`src/rtl/sobel_mag.sv`:
```
// Sobel gradient magnitude stage: |Gx|+|Gy| saturated to 8 bits, raster-tagged, into a FWFT FIFO.
// Optional binary edge map via SOBEL_THRESH_EN (adds parameter THRESH).
module sobel_mag #(
  parameter int N          = 5,
  parameter int M          = 5,
  parameter int K          = 3,
`ifdef SOBEL_THRESH_EN
  parameter logic [7:0] THRESH = 8'd128,
`endif
  parameter int FIFO_DEPTH = 4
) (
  input  logic        clk,
  input  logic        reset,
  input  logic [15:0] gx_in,
  input  logic [15:0] gy_in,
  input  logic        in_valid,
  input  logic        out_ready,
  output logic [7:0]  pxl_out,
  output logic        out_valid,
  output logic        out_eol,
  output logic        out_eof,
  output logic        overflow
);

  localparam int COL_LAST = N - K;
  localparam int ROW_LAST = M - K;
  localparam int CW = (COL_LAST > 0) ? $clog2(COL_LAST + 1) : 1;
  localparam int RW = (ROW_LAST > 0) ? $clog2(ROW_LAST + 1) : 1;
  localparam int AW = $clog2(FIFO_DEPTH);
  localparam logic [CW-1:0] COL_ONE = 1;
  localparam logic [RW-1:0] ROW_ONE = 1;
  localparam logic [AW-1:0] PTR_ONE = 1;
  localparam logic [AW:0]   CNT_ONE = 1;

  // Absolute value; the most negative code saturates so the result fits 15 bits.
  function automatic logic [15:0] sat_abs(input logic [15:0] v);
    logic [15:0] r;
    if (v == 16'h8000) r = 16'h7fff;
    else if (v[15])    r = ~v + 16'd1;
    else               r = v;
    return r;
  endfunction

  logic [15:0]   abs_gx_r, abs_gy_r;
  logic          s1_valid_r;
  logic [CW-1:0] col_r;
  logic [RW-1:0] row_r;
  logic [9:0]    mem_r [FIFO_DEPTH];
  logic [AW-1:0] wr_ptr_r, rd_ptr_r;
  logic [AW:0]   count_r;
  logic          overflow_r;

  logic [16:0]   sum_s;
  logic [7:0]    mag_s, pxl_s;
  logic          eol_s, eof_s, full_s, rd_en_s, wr_en_s;

  // Stage 1: register absolute values alongside the input valid.
  always_ff @(posedge clk or negedge reset) begin
    if (!reset) begin
      s1_valid_r <= 1'b0;
      abs_gx_r   <= 16'd0;
      abs_gy_r   <= 16'd0;
    end else begin
      s1_valid_r <= in_valid;
      abs_gx_r   <= sat_abs(gx_in);
      abs_gy_r   <= sat_abs(gy_in);
    end
  end

  // Stage 2 datapath, raster tags and FIFO handshake decisions.
  always_comb begin
    sum_s = {1'b0, abs_gx_r} + {1'b0, abs_gy_r};
    if (sum_s > 17'd255) mag_s = 8'd255;
    else                 mag_s = sum_s[7:0];
`ifdef SOBEL_THRESH_EN
    if (mag_s >= THRESH) pxl_s = 8'd255;
    else                 pxl_s = 8'd0;
`else
    pxl_s = mag_s;
`endif
    eol_s   = (col_r == COL_LAST[CW-1:0]);
    eof_s   = eol_s && (row_r == ROW_LAST[RW-1:0]);
    full_s  = (count_r == FIFO_DEPTH[AW:0]);
    rd_en_s = (count_r != {(AW+1){1'b0}}) && out_ready;
    wr_en_s = s1_valid_r && (!full_s || rd_en_s);
  end

  // Raster counters advance on every stage-2 result, dropped or not.
  always_ff @(posedge clk or negedge reset) begin
    if (!reset) begin
      col_r <= {CW{1'b0}};
      row_r <= {RW{1'b0}};
    end else if (s1_valid_r) begin
      if (eol_s) begin
        col_r <= {CW{1'b0}};
        if (eof_s) row_r <= {RW{1'b0}};
        else       row_r <= row_r + ROW_ONE;
      end else begin
        col_r <= col_r + COL_ONE;
      end
    end
  end

  // Output FIFO storage, pointers, occupancy and sticky overflow.
  always_ff @(posedge clk or negedge reset) begin
    if (!reset) begin
      for (int i = 0; i < FIFO_DEPTH; i++) mem_r[i] <= 10'd0;
      wr_ptr_r   <= {AW{1'b0}};
      rd_ptr_r   <= {AW{1'b0}};
      count_r    <= {(AW+1){1'b0}};
      overflow_r <= 1'b0;
    end else begin
      if (wr_en_s) begin
        mem_r[wr_ptr_r] <= {eof_s, eol_s, pxl_s};
        wr_ptr_r        <= wr_ptr_r + PTR_ONE;
      end
      if (rd_en_s) rd_ptr_r <= rd_ptr_r + PTR_ONE;
      case ({wr_en_s, rd_en_s})
        2'b10:   count_r <= count_r + CNT_ONE;
        2'b01:   count_r <= count_r - CNT_ONE;
        default: count_r <= count_r;
      endcase
      if (s1_valid_r && !wr_en_s) overflow_r <= 1'b1;
    end
  end

  assign out_valid                  = (count_r != {(AW+1){1'b0}});
  assign {out_eof, out_eol, pxl_out} = mem_r[rd_ptr_r];
  assign overflow                   = overflow_r;

endmodule

```
`config.mk`:
```
export PLATFORM = sky130hd
export DESIGN_NAME = sobel_mag
export DESIGN_NICKNAME = d
export VERILOG_FILES = /design/src/rtl/sobel_mag.sv
export SDC_FILE = /design/constraint.sdc
export NUM_CORES = 1
export LEC_CHECK = 0
export CORE_AREA = 4 4 116 118
export DETAILED_ROUTE_END_ITERATION = 6
export DIE_AREA = 0 0 120 122
export GPL_ROUTABILITY_DRIVEN = 0
export MAX_ROUTING_LAYER = met4
export PLACE_DENSITY = 0.66
export SLEW_MARGIN = 40
export SYNTH_ARGS = -nofsm -noshare
export SYNTH_HDL_FRONTEND = slang
export SYNTH_SLANG_ARGS = --single-unit
export TNS_END_PERCENT = 1
```
`constraint.sdc`:
```
create_clock -name clk -period 3.8 [get_ports clk]
set_input_delay 0.76 -clock clk [delete_from_list [all_inputs] [get_ports clk]]
set_output_delay 0.76 -clock clk [all_outputs]
set_load 0.01 [all_outputs]
```
==> results.py <==
metrics = {
    "run_status": {
        "status": "finished clean",
    },
    "clocking": {
        "clockBufferDepth": 2,
        "ctsResizeCount": 0,
        "cts_tree": "yes",
        "clk_latency_ns": 0.34,
        "holdBufCountCts": 0,
        "cts_htree_levels": 3,
        "clockRootBuffer": "clkbuf_16",
        "cts_buffers": 9,
        "post_cts.repair.setup_buffers": 0,
        "clock_sinks": 85,
        "cts.clk_slew.worst_paths_ns": 0.07,
    },
    "setup_path": {
        "cp.arrival_ns": 2.29,
        "slowest_stage": "dfrtp_1",
        "cp_max_fo": 12,
        "end_kind": "output pin",
        "cp_num_buf_inv": 1,
        "cp_data_required_time_ns": 3.04,
        "crit_chain": "mux4_2 > clkdlybuf4s50_1",
        "start_kind": "flop",
        "critical_path_class": "flop to output pin",
        "cp_top_family": "flip-flops",
        "crit_path_max_incr_delay_ns": 0.83,
    },
    "pwr": {
        "p_per_area_nw_per_um2": 520.0,
        "p_total_mw": 3.001,
        "ir_drop_v": 0.0002288,
        "leakagePower_nw": 2.393,
    },
    "global_routing": {
        "grt-ovfl-total": 0,
        "grtUsageTotal": 0.1519,
        "grt_max_degree": 86,
        "first_global_vias": 3831,
        "grt_pass1_wl_um": 17570,
        "antenna_found_initial": 0,
    },
    "yosys": {
        "syn_avg_cell_area_um2": 9.755,
        "synth_edf_count": 0,
        "yosys_most_used_dff": "dfrtp_1",
        "syn_inst": 497,
        "postSynth.asyncResetShare": 1.000,
        "synth_top_area_share": 0.4387,
        "ys_warn_count": 0,
        "synth_area_leaders": "dfrtp_1 (44%), ha_1 (5.9%), xor2_1 (4.9%)",
        "ys_types": 61,
        "ys_top_cells_by_count": "dfrtp_1 (85), nand2_1 (62), nor2_1 (52)",
        "synth_top_cell_by_area": "dfrtp_1",
        "synth_area_um2": 4848,
        "yosysMostFrequentCell": "dfrtp_1",
        "synthesis.nets": 558,
        "synth-seq-cells": 85,
        "ys_seq_area_frac": 0.4387,
    },
    "floorplan": {
        "ios": 48,
        "core_area_um2": 12470,
        "die-area_um2": 14640,
        "die_y_um": 122,
        "initial_utilization": 0.3889,
        "die_w_um": 120,
        "rows": 41,
    },
    "sta": {
        "finalHoldViolCount": 0,
        "max_slew.worst_pin.slew_ns": 0.7921,
        "min_period_over_period": 0.8026,
        "tns_ns": 0,
        "hold_slack_ns": 0.4278,
        "drv_slew": 0,
        "fmax_mhz": 327.9,
        "period_minus_slack_ns": 3.050,
        "worst_clock_skew_ns": 0.008045,
        "grt_setup_unrepaired": "no",
        "setup_viol": 0,
        "slew_headroom": 0.4716,
    },
    "finish": {
        "nets": 598,
        "n_antenna_cell": 0,
        "drive_above_1_share": 0.07749,
        "area_growth_pct": 19.02,
        "stdcell_count": 714,
    },
    "placed_design": {
        "dp_cells": 698,
        "dp_hpwl_um": 7254,
        "port_buffers": 47,
    },
    "drt": {
        "drtIter0Drc": 229,
        "wl_per_cell_um": 13.92,
        "vias": 3723,
        "dr.pass1.iters": 4,
        "wl_um": 9936,
        "route.detailed.drc": 0,
        "ant_nets": 0,
        "vias_per_cell": 5.214,
    },
    "flow_run": {
        "drv_cap": 0,
    },
    "min_path": {
        "hold_class": "input port to async pin",
    },
}
[power breakdown]
part / internal, mW / leakage (nW) / total, mW / switching [mW]
sequential: 1.05 / 0.922 / 1.19 / 0.147
clock: 0.517 / 0.144 / 0.890 / 0.373
combinational: 0.423 / 1.33 / 0.916 / 0.493
total: 1.99 / 2.39 / 3.00 / 1.01
[per-stage QoR]
step,area (um2),worst slack (ns),util
2_1_floorplan,4848,1.232,-
3_3_place_gp,5460,0.6682,0.4380
3_5_place_dp,5464,0.5930,0.4383
4_1_cts,5768,0.6814,0.4627
5_1_grt,5771,0.6002,0.4629
6_report,5771,0.7500,0.4629
[area by class of cell]
class                   instances  area, um2
clock buffers                   9      225.2
clock inverters                 7      78.83
fillers                      1188       6695
inverters                      15      56.30
multi-input cells             376       2571
flip-flops and latches         85       2127
well taps                     172      215.2
repair buffers                 50      496.7
[sequential cells by signal, indices dropped and copies added, names as in the netlist, 2 cells and up]
signal and cells:
abs_gx_r 16, abs_gy_r 16, col_r 2, count_r 3
mem_r 40, rd_ptr_r 2, row_r 2, wr_ptr_r 2
[layer usage]
| layer | track usage | vias up | routed length, um | share of wire |
|---|---|---|---|---|
| met5 | - | - | 0 | 0 |
| met4 | 0.06156 | 0 | 133 | 0.013 |
| met3 | 0.02414 | 11 | 338 | 0.034 |
| met2 | 0.2385 | 84 | 4760 | 0.48 |
| met1 | 0.1979 | 1778 | 4703 | 0.47 |
| li1 | - | 1850 | - | - |
[cell families after synthesis]
family | count (synthesis) | synth area share
adder cells (fa/ha/maj) | 25 | 0.06761
XOR/XNOR | 34 | 0.06142
flip-flops | 85 | 0.4387
buffers and inverters | 36 | 0.03406
AO/OA/AOI/OAI | 118 | 0.1577
multiplexers | 15 | 0.05729
AND/OR/NAND/NOR | 184 | 0.1832
[path summary, 6_finish.rpt]
kind	to	slack [ns]	startpoint	cells after the start
max in group asynchronous	abs_gy_r[9]	2.90	reset	1
setup reg to reg	mem_r[34]	0.80	abs_gx_r[0]	11
setup / recovery	pxl_out[3]	0.75	rd_ptr_r[0]	2
hold / removal	count_r[1]	0.43	reset	1
min in group clk	overflow	0.46	overflow	1
hold reg to reg	overflow	0.46	overflow	1
[cells in the final DEF (no fill, tap or decap), types with 6 or more instances in the layout]
cell type        synthesis  layout
or3_1                    9       9
nand3_1                  6       6
nand2_1                 62      62
mux4_2                  10      10
nand2b_1                 7       7
nor2_1                  52      52
nor3_1                   6       6
ha_1                    23      23
clkdlybuf4s50_1          0      46
nor2b_1                  6       6
clkbuf_16                0       9
o211ai_1                 6       6
a21o_1                   9       9
xor2_1                  27      27
dfrtp_1                 85      85
a31oi_1                 25      25
a21oi_1                 26      26
xnor2_1                  7       7
inv_1                   15      15
o21ai_0                 25      25
(Power assumes the default switching activity.)
